--- config.mk ---
export PLATFORM = sky130hd
export DESIGN_NAME = mem_arbiter
export DESIGN_NICKNAME = d
export VERILOG_FILES = /design/src/rtl/mem_arb_pkg.sv /design/src/rtl/mem_arbiter.sv
export SDC_FILE = /design/constraint.sdc
export NUM_CORES = 1
export LEC_CHECK = 0
export ABC_AREA = 1
export ABC_CLOCK_PERIOD_IN_PS = 1700
export CORE_MARGIN = 3
export CORE_UTILIZATION = 41
export DETAILED_ROUTE_END_ITERATION = 6
export PLACE_DENSITY_LB_ADDON = 0.3
export SLEW_MARGIN = 20
export SYNTH_ARGS = -nofsm -noshare
export SYNTH_HDL_FRONTEND = slang
export SYNTH_SLANG_ARGS = --single-unit
--- constraint.sdc ---
create_clock -name clk -period 1.7 [get_ports clk]
set_input_delay 0.425 -clock clk [delete_from_list [all_inputs] [get_ports clk]]
set_output_delay 0.425 -clock clk [all_outputs]
set_load 0.005 [all_outputs]
--- src/rtl/mem_arb_pkg.sv ---
// mem_arb_pkg
//    Shared types and constants for the two-port memory arbiter.
//    - state_t   : transaction FSM states (3-bit encoding)
//    - PORT_CPU  : index of the 6502 core bus port
//    - PORT_AUX  : index of the loader / debug DMA port
//    - rr_winner : tie-break helper for the round-robin build
package mem_arb_pkg;

   typedef enum logic [2:0] {
      IDLE   = 3'd0,
      ISSUE  = 3'd1,
      SETTLE = 3'd2,
      WAIT   = 3'd3,
      ACK    = 3'd4
   } state_t;

   localparam logic PORT_CPU = 1'b0;
   localparam logic PORT_AUX = 1'b1;

   // On a tie the port that was not granted last wins; otherwise the
   // only requester wins.
   function automatic logic rr_winner(input logic req0, input logic req1,
                                      input logic last_grant);
      if (req0 && req1) begin
         return ~last_grant;
      end
      return req1 && !req0;
   endfunction

endpackage

--- src/rtl/mem_arbiter.sv ---
// mem_arbiter
//    Serialises whole read/write transactions from two requesters onto the
//    single memc command interface and returns per-port ack and read data.
//    Every transaction walks IDLE -> ISSUE -> SETTLE -> WAIT -> ACK.
//
// Ports:
//    clk, reset                 : clock, synchronous active-high reset
//    pX_req/we/addr/wr_data     : port X request (level, held until pX_ack)
//    pX_ack                     : one-cycle completion pulse for port X
//    pX_rd_data                 : last read data returned to port X
//    mem_rd_enable/wr_enable    : one-cycle memc strobes (never both)
//    mem_addr/mem_wr_data       : latched command, held until next ISSUE
//    mem_busy/mem_rd_data       : memc status and read return
//    arb_owner                  : port owning the current/last transaction
//
// Build option:
//    MEM_ARB_ROUND_ROBIN_EN : ties go to the port not granted last
//                             (otherwise port 0 always wins a tie).
module mem_arbiter
   import mem_arb_pkg::*;
#(
   parameter int DATA_WIDTH = 8,
   parameter int ADDR_WIDTH = 16
) (
   input  logic                  clk,
   input  logic                  reset,
   input  logic                  p0_req,
   input  logic                  p0_we,
   input  logic [ADDR_WIDTH-1:0] p0_addr,
   input  logic [DATA_WIDTH-1:0] p0_wr_data,
   output logic                  p0_ack,
   output logic [DATA_WIDTH-1:0] p0_rd_data,
   input  logic                  p1_req,
   input  logic                  p1_we,
   input  logic [ADDR_WIDTH-1:0] p1_addr,
   input  logic [DATA_WIDTH-1:0] p1_wr_data,
   output logic                  p1_ack,
   output logic [DATA_WIDTH-1:0] p1_rd_data,
   output logic                  mem_rd_enable,
   output logic                  mem_wr_enable,
   output logic [ADDR_WIDTH-1:0] mem_addr,
   output logic [DATA_WIDTH-1:0] mem_wr_data,
   input  logic                  mem_busy,
   input  logic [DATA_WIDTH-1:0] mem_rd_data,
   output logic                  arb_owner
);

   state_t                state_reg, state_next;
   logic                  owner_reg;
   logic                  we_reg;
   logic [ADDR_WIDTH-1:0] addr_reg;
   logic [DATA_WIDTH-1:0] wr_data_reg;
   logic [DATA_WIDTH-1:0] rd_data_reg [2];
   logic [1:0]            ack_vec;
   logic                  grant;
   logic                  capture;
   logic                  winner;

`ifdef MEM_ARB_ROUND_ROBIN_EN
   logic last_grant_reg;

   always_ff @(posedge clk) begin
      if (reset) begin
         last_grant_reg <= 1'b0;
      end else if (grant) begin
         last_grant_reg <= winner;
      end
   end

   assign winner = rr_winner(p0_req, p1_req, last_grant_reg);
`else
   assign winner = p0_req ? PORT_CPU : PORT_AUX;
`endif

   // Next-state logic; grant and capture are the only side-effect strobes.
   always_comb begin
      state_next = state_reg;
      grant      = 1'b0;
      capture    = 1'b0;
      case (state_reg)
         IDLE: begin
            if (!mem_busy && (p0_req || p1_req)) begin
               grant      = 1'b1;
               state_next = ISSUE;
            end
         end
         ISSUE:  state_next = SETTLE;
         // memc may not have raised busy yet, so busy is ignored here.
         SETTLE: state_next = WAIT;
         WAIT: begin
            if (!mem_busy) begin
               capture    = 1'b1;
               state_next = ACK;
            end
         end
         ACK:     state_next = IDLE;
         default: state_next = IDLE;
      endcase
   end

   always_ff @(posedge clk) begin
      if (reset) begin
         state_reg   <= IDLE;
         owner_reg   <= PORT_CPU;
         we_reg      <= 1'b0;
         addr_reg    <= '0;
         wr_data_reg <= '0;
      end else begin
         state_reg <= state_next;
         // Command is latched at grant so mem_addr/mem_wr_data change only
         // as ISSUE starts and hold until the next ISSUE.
         if (grant) begin
            owner_reg   <= winner;
            we_reg      <= winner ? p1_we : p0_we;
            addr_reg    <= winner ? p1_addr : p0_addr;
            wr_data_reg <= winner ? p1_wr_data : p0_wr_data;
         end
      end
   end

   // Per-port read data registers and ack decode.
   for (genvar gi = 0; gi < 2; gi++) begin : g_port
      always_ff @(posedge clk) begin
         if (reset) begin
            rd_data_reg[gi] <= '0;
         end else if (capture && !we_reg && (owner_reg == (gi == 1))) begin
            rd_data_reg[gi] <= mem_rd_data;
         end
      end
      assign ack_vec[gi] = (state_reg == ACK) && (owner_reg == (gi == 1));
   end

   // Strobes are decoded from the single ISSUE state, so they are one cycle
   // wide and mutually exclusive by construction.
   assign mem_rd_enable = (state_reg == ISSUE) && !we_reg;
   assign mem_wr_enable = (state_reg == ISSUE) && we_reg;
   assign mem_addr      = addr_reg;
   assign mem_wr_data   = wr_data_reg;
   assign p0_ack        = ack_vec[0];
   assign p1_ack        = ack_vec[1];
   assign p0_rd_data    = rd_data_reg[0];
   assign p1_rd_data    = rd_data_reg[1];
   assign arb_owner     = owner_reg;

endmodule

==> impl_metrics.ini <==
[layout]
layout.cells.most_common = clkdlybuf4s50_1
multiInputGateArea_um2 = 947
drive_gt1_share_pct = 10.6
n_antenna_cell = 0
layout_common_cells = clkdlybuf4s50_1, nand2_1, nor2_1
final_cell_area_um2 = 3590
seqCellArea_um2 = 1070
fin_util_pct = 69.1
area_delta_synth_final_pct = 59.0
fillCellCount = 450
fin_nets = 479

[timing]
fin_worst_skew_ns = 0.00992
setup_violations = 0
hold_violations = 0
period_needed_ns = 1.64
fin_crit_sh_pct = 96.4
max_slew_margin_pct = 81.6
whs_ns = 0.484
max_clock_freq_mhz = 611
slew_viol_final = 0
rsz0062_at_grt = no
tightestPinTransition_ns = 0.276

[worst_setup_path]
cp.buffers_inverters = 3
path_delay_family = buffers and inverters
crit_fanout = 6
arrival_ns = 1.21
critPathKind = flop to primary output
endpoint_kind = primary output
worstPathRequired_ns = 1.27
slowest_stage = dfxtp_2
crit_chain = inv_2 -> buf_4 -> nor3_2 -> clkdlybuf4s15_1
max_stage_delay_ns = 0.35
start_kind = flop

[synthesis]
synthXorXnorAreaFrac_pct = 0
yosysTopAreaCell = dfxtp_1
syn_area_um2 = 2260
yosys_warnings = 0
synth_compound_gate_area_share_pct = 9.57
synth-simple-area-share_pct = 32.0
seq_area_frac_synth_pct = 46.9
synth_mux_area_share_pct = 0
syn_avg_cell_area_um2 = 7.61
postSynthCellCount = 297
syn-num-nets = 360
synth_top_cell_area_share_pct = 25.7
synth_cell_types = 22
ys_seq_elements = 45
netlist_top_cells_area = dfxtp_1, edfxtp_1, nand2_1, nor2_1, o21a_1
synth_fa_ha_area_share_pct = 0
synth_top_family_by_area = simple AND/OR/NAND/NOR gates

[cts]
tritoncts = done
h-tree-depth = 2
clk_latency_ns = 0.30
clkSinkCount = 45
clkTransAtPathRegs_ns = 0.09
clock-root-buffer = clkbuf_8
hold_buffers = 0
cts_buffer_depth = 2
numCtsBuffers = 5

[pwr]
vdd_drop_max_mv = 0.463
leakage_uw = 0.00160
power_uw = 2760
powerDensity_nw_per_um2 = 769

[grt]
grt_pass1_vias = 2022
grt_overflow = 0
grt_max_degree = 44
grt_pass1_wl_um = 8380
antenna_found_initial = 0
grt_usage_pct = 16.6

[routing]
vias = 2147
drc = 0
ant_nets = 0
drt-initial-drc-count = 57
via_per_inst = 4.41
wl_per_cell_um = 10.7
wl_um = 5230
first_pass_iters = 4

[status]
status = finished clean

[flow_run]
cap_violations = 0

[floorplan]
core_area_um2 = 5200
dieArea_um2 = 6440
pin_count = 108
start_util_pct = 43.4
die_h_um = 80.3
rows = 26
die_x_um = 80.3

[worst_hold_path]
worstHoldPathType = flop to flop

[placement]
gp_congestion = 0.735
io_buffers = 107
placed_cell_area_um2 = 3480
hpwlAfterDp_um = 4050
tightest hold or removal path: stages (launching register included):
cell     delay [ns]
dfxtp_1        0.33
nor2_1         0.04
nor2_1         0.08
final timing paths:
path | start | endpoint | slack, ns | cells past startpoint
worst min-delay path | mem_addr[7] | mem_addr[7] | 0.48 | 2
worst min register to register | mem_addr[7] | mem_addr[7] | 0.48 | 2
worst max-delay path | state_reg[2] | p1_ack | 0.06 | 4
worst max register to register | state_reg[2] | rd_data_reg[1][2] | 0.41 | 5
power breakdown:
| group | switching [uW] | internal (uW) | total, uW |
|---|---|---|---|
| clock | 385 | 299 | 684 |
| sequential | 53.8 | 1220 | 1270 |
| combinational | 339 | 470 | 809 |
metrics by stage:
stage	TNS [ns]	instances	worst slack, ns
6_report	0	487	0.0620
5_1_grt	0	487	0.00381
4_1_cts	0	487	0.0114
3_5_place_dp	-1.62	477	-0.0610
3_3_place_gp	-0.964	477	-0.0483
2_1_floorplan	0	297	0.330
cells in the mapped netlist (all sizes together):
library cell and count:
o21a 25, nand4 3, clkbuf 1, nor2 73, buf 13, nand3 5, edfxtp 16, o21bai 1
inv 40, nor4 1, dfxtp 29, nand2 85, nor3 3, a21oi 2
cell families (layout without fill, tap and decap cells):
kind of cell           count (synthesis)  after routing
buffers and inverters                 54            174
flip-flops                            45             45
AO/OA/AOI/OAI                         28             28
AND/OR/NAND/NOR                      170            170
final cells by class:
type	count	area share, %
inverters	40	4.18
well taps	70	2.44
clock inverters	3	0.696
clock buffers	5	1.91
repair buffers	126	34.8
flip-flops and latches	45	29.7
multi-input cells	198	26.3
metal layers:
metal | routed length [um] | track usage, % | vias up | share of wire (%)
met5 | 0 | 0 | - | 0
met1 | 2080 | 16.5 | 933 | 40
li1 | - | - | 1137 | -
met3 | 489 | 6.61 | 4 | 9.4
met2 | 2620 | 30.8 | 73 | 50
met4 | 34 | 5.74 | 0 | 0.65
timing repair:
| item | CTS | global route |
|---|---|---|
| resized for setup | 9 | 5 |
| endpoints found under the setup margin | 5 | 2 |
| setup buffers | 2 | 0 |
Power figures use the tool's default switching activity.
